==> src/rtl/fast_arith_pkg.sv <==
// Shared definitions for the fast arithmetic datapath.
//   state_t            : dot-product accumulator FSM encoding (2 bits)
//   DEF_*              : default width constants used as parameter defaults
package fast_arith_pkg;

  typedef enum logic [1:0] {
    ST_IDLE  = 2'd0,
    ST_ACCUM = 2'd1,
    ST_DRAIN = 2'd2,
    ST_DONE  = 2'd3
  } state_t;

  localparam int DEF_INPUT_LENGTH  = 16;
  localparam int DEF_OUTPUT_LENGTH = 32;
  localparam int DEF_ACC_LENGTH    = 40;
  localparam int DEF_LEN_W         = 8;

endpackage

==> src/rtl/fast_unsigned_multiplier.sv <==
// Purely combinational unsigned multiplier built as a sum of shifted
// partial products (one per bit of iB).
// Ports:
//   iA, iB  in  INPUT_LENGTH   operands
//   oRes    out OUTPUT_LENGTH  iA * iB (OUTPUT_LENGTH must be 2*INPUT_LENGTH)
module fast_unsigned_multiplier
  import fast_arith_pkg::*;
#(
  parameter int INPUT_LENGTH  = DEF_INPUT_LENGTH,
  parameter int OUTPUT_LENGTH = DEF_OUTPUT_LENGTH
) (
  input  logic [INPUT_LENGTH-1:0]  iA,
  input  logic [INPUT_LENGTH-1:0]  iB,
  output logic [OUTPUT_LENGTH-1:0] oRes
);

  logic [OUTPUT_LENGTH-1:0] pp [INPUT_LENGTH];
  logic [OUTPUT_LENGTH-1:0] sum;

  // Partial product gi is iA shifted left by gi when bit gi of iB is set.
  generate
    for (genvar gi = 0; gi < INPUT_LENGTH; gi++) begin : g_pp
      assign pp[gi] = iB[gi] ? (OUTPUT_LENGTH'(iA) << gi) : '0;
    end
  endgenerate

  always_comb begin
    sum = '0;
    for (int i = 0; i < INPUT_LENGTH; i++) begin
      sum = sum + pp[i];
    end
  end

  assign oRes = sum;

endmodule

==> src/rtl/fast_dot_product_accumulator.sv <==
// Accepts a job of iLen operand pairs on a valid/ready stream, multiplies
// each pair, registers the product and accumulates it into a wide
// accumulator. The final sum is presented on a valid/ready output.
// Ports:
//   iClk, iRst           clock / asynchronous active-high reset
//   iStart, iLen         job start and pair count (sampled in IDLE only)
//   iValid, iA, iB       operand pair stream, oReady is its ready
//   oValid, iReady, oRes result stream
//   oOverflow            sticky accumulator carry-out for the current job
//   oBusy                FSM is not idle
module fast_dot_product_accumulator
  import fast_arith_pkg::*;
#(
  parameter int INPUT_LENGTH  = DEF_INPUT_LENGTH,
  parameter int OUTPUT_LENGTH = DEF_OUTPUT_LENGTH,
  parameter int ACC_LENGTH    = DEF_ACC_LENGTH,
  parameter int LEN_W         = DEF_LEN_W
) (
  input  logic                    iClk,
  input  logic                    iRst,
  input  logic                    iStart,
  input  logic [LEN_W-1:0]        iLen,
  input  logic                    iValid,
  input  logic [INPUT_LENGTH-1:0] iA,
  input  logic [INPUT_LENGTH-1:0] iB,
  output logic                    oReady,
  output logic                    oValid,
  input  logic                    iReady,
  output logic [ACC_LENGTH-1:0]   oRes,
  output logic                    oOverflow,
  output logic                    oBusy
);

  state_t                   state_reg;
  state_t                   state_next;
  logic [LEN_W-1:0]         count_reg;
  logic [OUTPUT_LENGTH-1:0] prod_reg;
  logic                     prod_vld_reg;
  logic [ACC_LENGTH-1:0]    acc_reg;
  logic                     ovf_reg;

  logic [OUTPUT_LENGTH-1:0] mult_res;
  logic [ACC_LENGTH:0]      acc_sum;
  logic                     accept;
  logic                     start;

  fast_unsigned_multiplier #(
    .INPUT_LENGTH (INPUT_LENGTH),
    .OUTPUT_LENGTH(OUTPUT_LENGTH)
  ) u_mult (
    .iA  (iA),
    .iB  (iB),
    .oRes(mult_res)
  );

  assign accept = iValid && (state_reg == ST_ACCUM);
  assign start  = iStart && (state_reg == ST_IDLE);

  // One extra bit on top of the accumulator captures the carry-out.
  assign acc_sum = {1'b0, acc_reg} + (ACC_LENGTH + 1)'(prod_reg);

  always_comb begin
    state_next = state_reg;
    case (state_reg)
      ST_IDLE: begin
        if (iStart) begin
          state_next = (iLen == '0) ? ST_DONE : ST_ACCUM;
        end
      end
      ST_ACCUM: begin
        if (accept && (count_reg == LEN_W'(1))) begin
          state_next = ST_DRAIN;
        end
      end
      // The last product is still in prod_reg; give it one edge to land.
      ST_DRAIN: state_next = ST_DONE;
      ST_DONE: begin
        if (iReady) begin
          state_next = ST_IDLE;
        end
      end
      default: state_next = ST_IDLE;
    endcase
  end

  always_ff @(posedge iClk or posedge iRst) begin
    if (iRst) begin
      state_reg <= ST_IDLE;
    end else begin
      state_reg <= state_next;
    end
  end

  always_ff @(posedge iClk or posedge iRst) begin
    if (iRst) begin
      count_reg <= '0;
    end else if (start) begin
      count_reg <= iLen;
    end else if (accept) begin
      count_reg <= count_reg - LEN_W'(1);
    end
  end

  always_ff @(posedge iClk or posedge iRst) begin
    if (iRst) begin
      prod_reg     <= '0;
      prod_vld_reg <= 1'b0;
    end else begin
      prod_vld_reg <= accept;
      if (accept) begin
        prod_reg <= mult_res;
      end
    end
  end

  // A start never coincides with a pending product: products only exist
  // in ACCUM/DRAIN and the FSM passes through DONE before IDLE.
  always_ff @(posedge iClk or posedge iRst) begin
    if (iRst) begin
      acc_reg <= '0;
      ovf_reg <= 1'b0;
    end else if (start) begin
      acc_reg <= '0;
      ovf_reg <= 1'b0;
    end else if (prod_vld_reg) begin
      acc_reg <= acc_sum[ACC_LENGTH-1:0];
      ovf_reg <= ovf_reg | acc_sum[ACC_LENGTH];
    end
  end

  assign oReady    = (state_reg == ST_ACCUM);
  assign oValid    = (state_reg == ST_DONE);
  assign oBusy     = (state_reg != ST_IDLE);
  assign oRes      = acc_reg;
  assign oOverflow = ovf_reg;

endmodule
==> config.mk <==
export PLATFORM = sky130hd
export DESIGN_NAME = fast_dot_product_accumulator
export DESIGN_NICKNAME = d
export VERILOG_FILES = /design/src/rtl/fast_arith_pkg.sv /design/src/rtl/fast_unsigned_multiplier.sv /design/src/rtl/fast_dot_product_accumulator.sv
export SDC_FILE = /design/constraint.sdc
export NUM_CORES = 1
export LEC_CHECK = 0
export CAP_MARGIN = 20
export CORE_MARGIN = 5
export CORE_UTILIZATION = 60
export CTS_BUF_LIST = sky130_fd_sc_hd__clkbuf_8 sky130_fd_sc_hd__clkbuf_16
export CTS_CLUSTER_DIAMETER = 50
export CTS_CLUSTER_SIZE = 16
export DETAILED_ROUTE_END_ITERATION = 7
export PLACE_DENSITY = 0.81
export SYNTH_ARGS = -nofsm -noshare
export SYNTH_HDL_FRONTEND = slang
export SYNTH_HIERARCHICAL = 1
export SYNTH_SLANG_ARGS = --single-unit
==> constraint.sdc <==
create_clock -name iClk -period 3.2 [get_ports iClk]
set_input_delay 0.8 -clock iClk [delete_from_list [all_inputs] [get_ports iClk]]
set_output_delay 0.8 -clock iClk [all_outputs]
set_load 0.02 [all_outputs]
==> impl_metrics.py <==
metrics = {
    "outcome": {
        "status": "complete, but fails checks",
        "violations": "negative setup slack",
    },
    "cts": {
        "h-tree-depth": 3,
        "cts.sinks": 84,
        "insertion_delay_ns": 0.35,
        "cts_buffers": 9,
        "cts_tree": "done",
        "ctsRootBufferMaster": "clkbuf_16",
        "cts_buffer_depth": 2,
        "hold_buffers": 0,
        "clk_pin_slew_worst_paths_ns": 0.07,
    },
    "drt": {
        "drt_iter0_markers": 1012,
        "first_pass_iters": 7,
        "post-route-drc-count": 0,
        "wl_per_cell_um": 18.6,
        "vias": 12276,
        "vias_per_cell": 5.92,
        "ant_nets": 0,
        "wl_mm": 38.4,
    },
    "setup_path": {
        "cpPeakStageDelay_ns": 0.52,
        "end_kind": "register",
        "critPathKind": "in -> reg",
        "critPathLaunchType": "primary input",
        "worst-path-max-fanout": 6,
        "cpMaxStageDelayCell": "fa_1",
        "path_common_cell": "fa_1",
        "cp_data_required_time_ns": 3.44,
        "r2r_slack_ns": 0.12,
        "cp_data_arrival_time_ns": 7.56,
    },
    "cells_and_area": {
        "antenna_cells": 0,
        "drive_gt1_share_pct": 21.9,
        "nNetsFinal": 2157,
        "final_common_cell": "nand2_1",
        "areaGrowthSynthToFinish_pct": 27.0,
        "largest_reg_flops": 40,
        "mostFrequentLayoutCells": "nand2_1 (244), inv_1 (190), fa_1 (176), buf_4 (176), ha_1 (109)",
    },
    "floorplanning": {
        "die_h_um": 161,
        "rows": 55,
        "die_w_um": 161,
        "core-area_um2": 22500,
        "start_util_pct": 60.7,
        "dieArea_um2": 25900,
        "ios": 89,
    },
    "synthesis": {
        "synth_fp_nets": 1925,
        "synth_edf_count": 0,
        "ys_seq_area_share_pct": 15.4,
        "ys_ff_latch": 84,
        "synthArstFlopShare_pct": 100,
        "synth_area_um2": 13700,
        "synth_ff_type": "dfrtp_1",
        "yosysUniqueCellTypes": 70,
        "postSynthCellCount": 1550,
        "ys_warn_count": 6,
        "syn_avg_cell_area_um2": 8.82,
    },
    "placed_design": {
        "gp_congestion": 0.984,
        "dpl.hpwl_mm": 28.9,
        "portBuffers": 88,
        "pre_cts_slack_ns": -5.11,
    },
    "timing": {
        "tightest_slew_ns": 0.678,
        "timing.final.ws_setup_ns": -4.13,
        "worst_clock_skew_ns": 0.0146,
        "finalMaxSlewViolations": 0,
        "maxSlewHeadroom_pct": 54.8,
        "finalSetupViolCount": 28,
        "finalCritPeriodShare_pct": 229,
        "fmax_mhz": 136,
        "period_needed_ns": 7.33,
        "rsz0062_at_grt": "true",
        "tns_ns": -89.12,
        "hold_viol": 0,
    },
    "run": {
        "drv_cap": 0,
    },
    "global_route": {
        "grt_max_degree": 85,
        "grt_pass1_vias": 13067,
        "grt_overflow": 0,
        "grt_use_total_pct": 28.8,
        "antenna_found_initial": 0,
        "grt_pass1_wl_mm": 62.0,
    },
    "worst_hold_path": {
        "hold_path.class": "reg -> reg",
    },
}
[cells by family (layout without fill, tap and decap cells)]
kind of cell | count (synthesis) | after routing | share of synthesized area [%]
simple gates | 496 | 496 | 16.9
fa+ha+maj | 330 | 330 | 40.5
buf+inv | 269 | 506 | 7.40
compound gates | 262 | 262 | 12.2
flops | 84 | 84 | 15.4
xor+xnor | 67 | 67 | 4.29
mux | 42 | 42 | 3.36
[what timing repair did]
item,4_1_cts,5_1_grt
setup endpoints to repair,29,37
cloned,0,0
pin swaps,81,59
resized for setup,118,64
buffers inserted,32,15
[metrics by stage]
stage / std cells / utilization, % / hold slack, ns / cell area, um^2
5_1_grt: 2072 / 77.2 / 0.539 / 17400
4_1_cts: 2064 / 75.8 / 0.504 / 17100
3_5_place_dp: 2028 / 72.6 / 0.486 / 16300
6_report: 2072 / 77.2 / 0.499 / 17400
2_1_floorplan: 1550 / - / 0.485 / 14200
3_3_place_gp: 2028 / 72.6 / 0.480 / 16300
[final cells by class]
type,instances,area [um^2]
multi-input combinational,1197,11500
fill,1383,5140
timing repair buffer,278,2360
sequential,84,2100
inverter,212,797
tap,285,357
clock buffer,9,225
clock inverter,7,65.1
[worst paths after layout]
path / depth (start not counted) / start / end
max: 33 / iB[2] / prod_reg[28]$_DFFE_PP0P_
max reg2reg: 12 / oRes[0]$_DFFE_PP0P_ / oRes[38]$_DFFE_PP0P_
min reg2reg: 1 / oOverflow$_DFFE_PP0P_ / oOverflow$_DFFE_PP0P_
min in group asynchronous: 3 / iRst / oOverflow$_DFFE_PP0P_
min: 1 / oOverflow$_DFFE_PP0P_ / oOverflow$_DFFE_PP0P_
max in group asynchronous: 3 / iRst / prod_reg[22]$_DFFE_PP0P_
[Yosys cell counts (31+ instances only)]
cell | instances | share of area [%]
fa_1 | 187 | 27
o21ai_0 | 68 | 2.5
clkbuf_1 | 52 | 1.4
a21oi_1 | 88 | 3.2
dfrtp_1 | 84 | 15
xnor2_1 | 38 | 2.4
and2_1 | 88 | 4.0
nor2_1 | 60 | 1.6
ha_1 | 143 | 13
inv_1 | 210 | 5.8
nand2_1 | 252 | 6.9
mux2_2 | 31 | 2.6
[layer usage]
metal | GRT usage, % | share of wire, % | vias to the layer above
li1 | - | - | 5530
met1 | 35.9 | 40 | 6053
met2 | 51.0 | 50 | 553
met3 | 4.00 | 6.1 | 140
met4 | 11.2 | 4.1 | 0
met5 | 0 | 0 | -
[worst max-delay path, delay by kind of cell]
family / cells / cell delay [ns]
AOI/OAI and AO/OA: 8 / 1.44
xor gates and xnor gates: 1 / 0.20
adders and majority gates: 8 / 3.20
buffers and inverters: 11 / 1.06
muxes: 1 / 0.27
and+or+nand+nor: 4 / 0.60
Power is left out: the tool's default activity adds up to more than one toggle a clock period on the data nets, which glitch-free logic cannot reach.
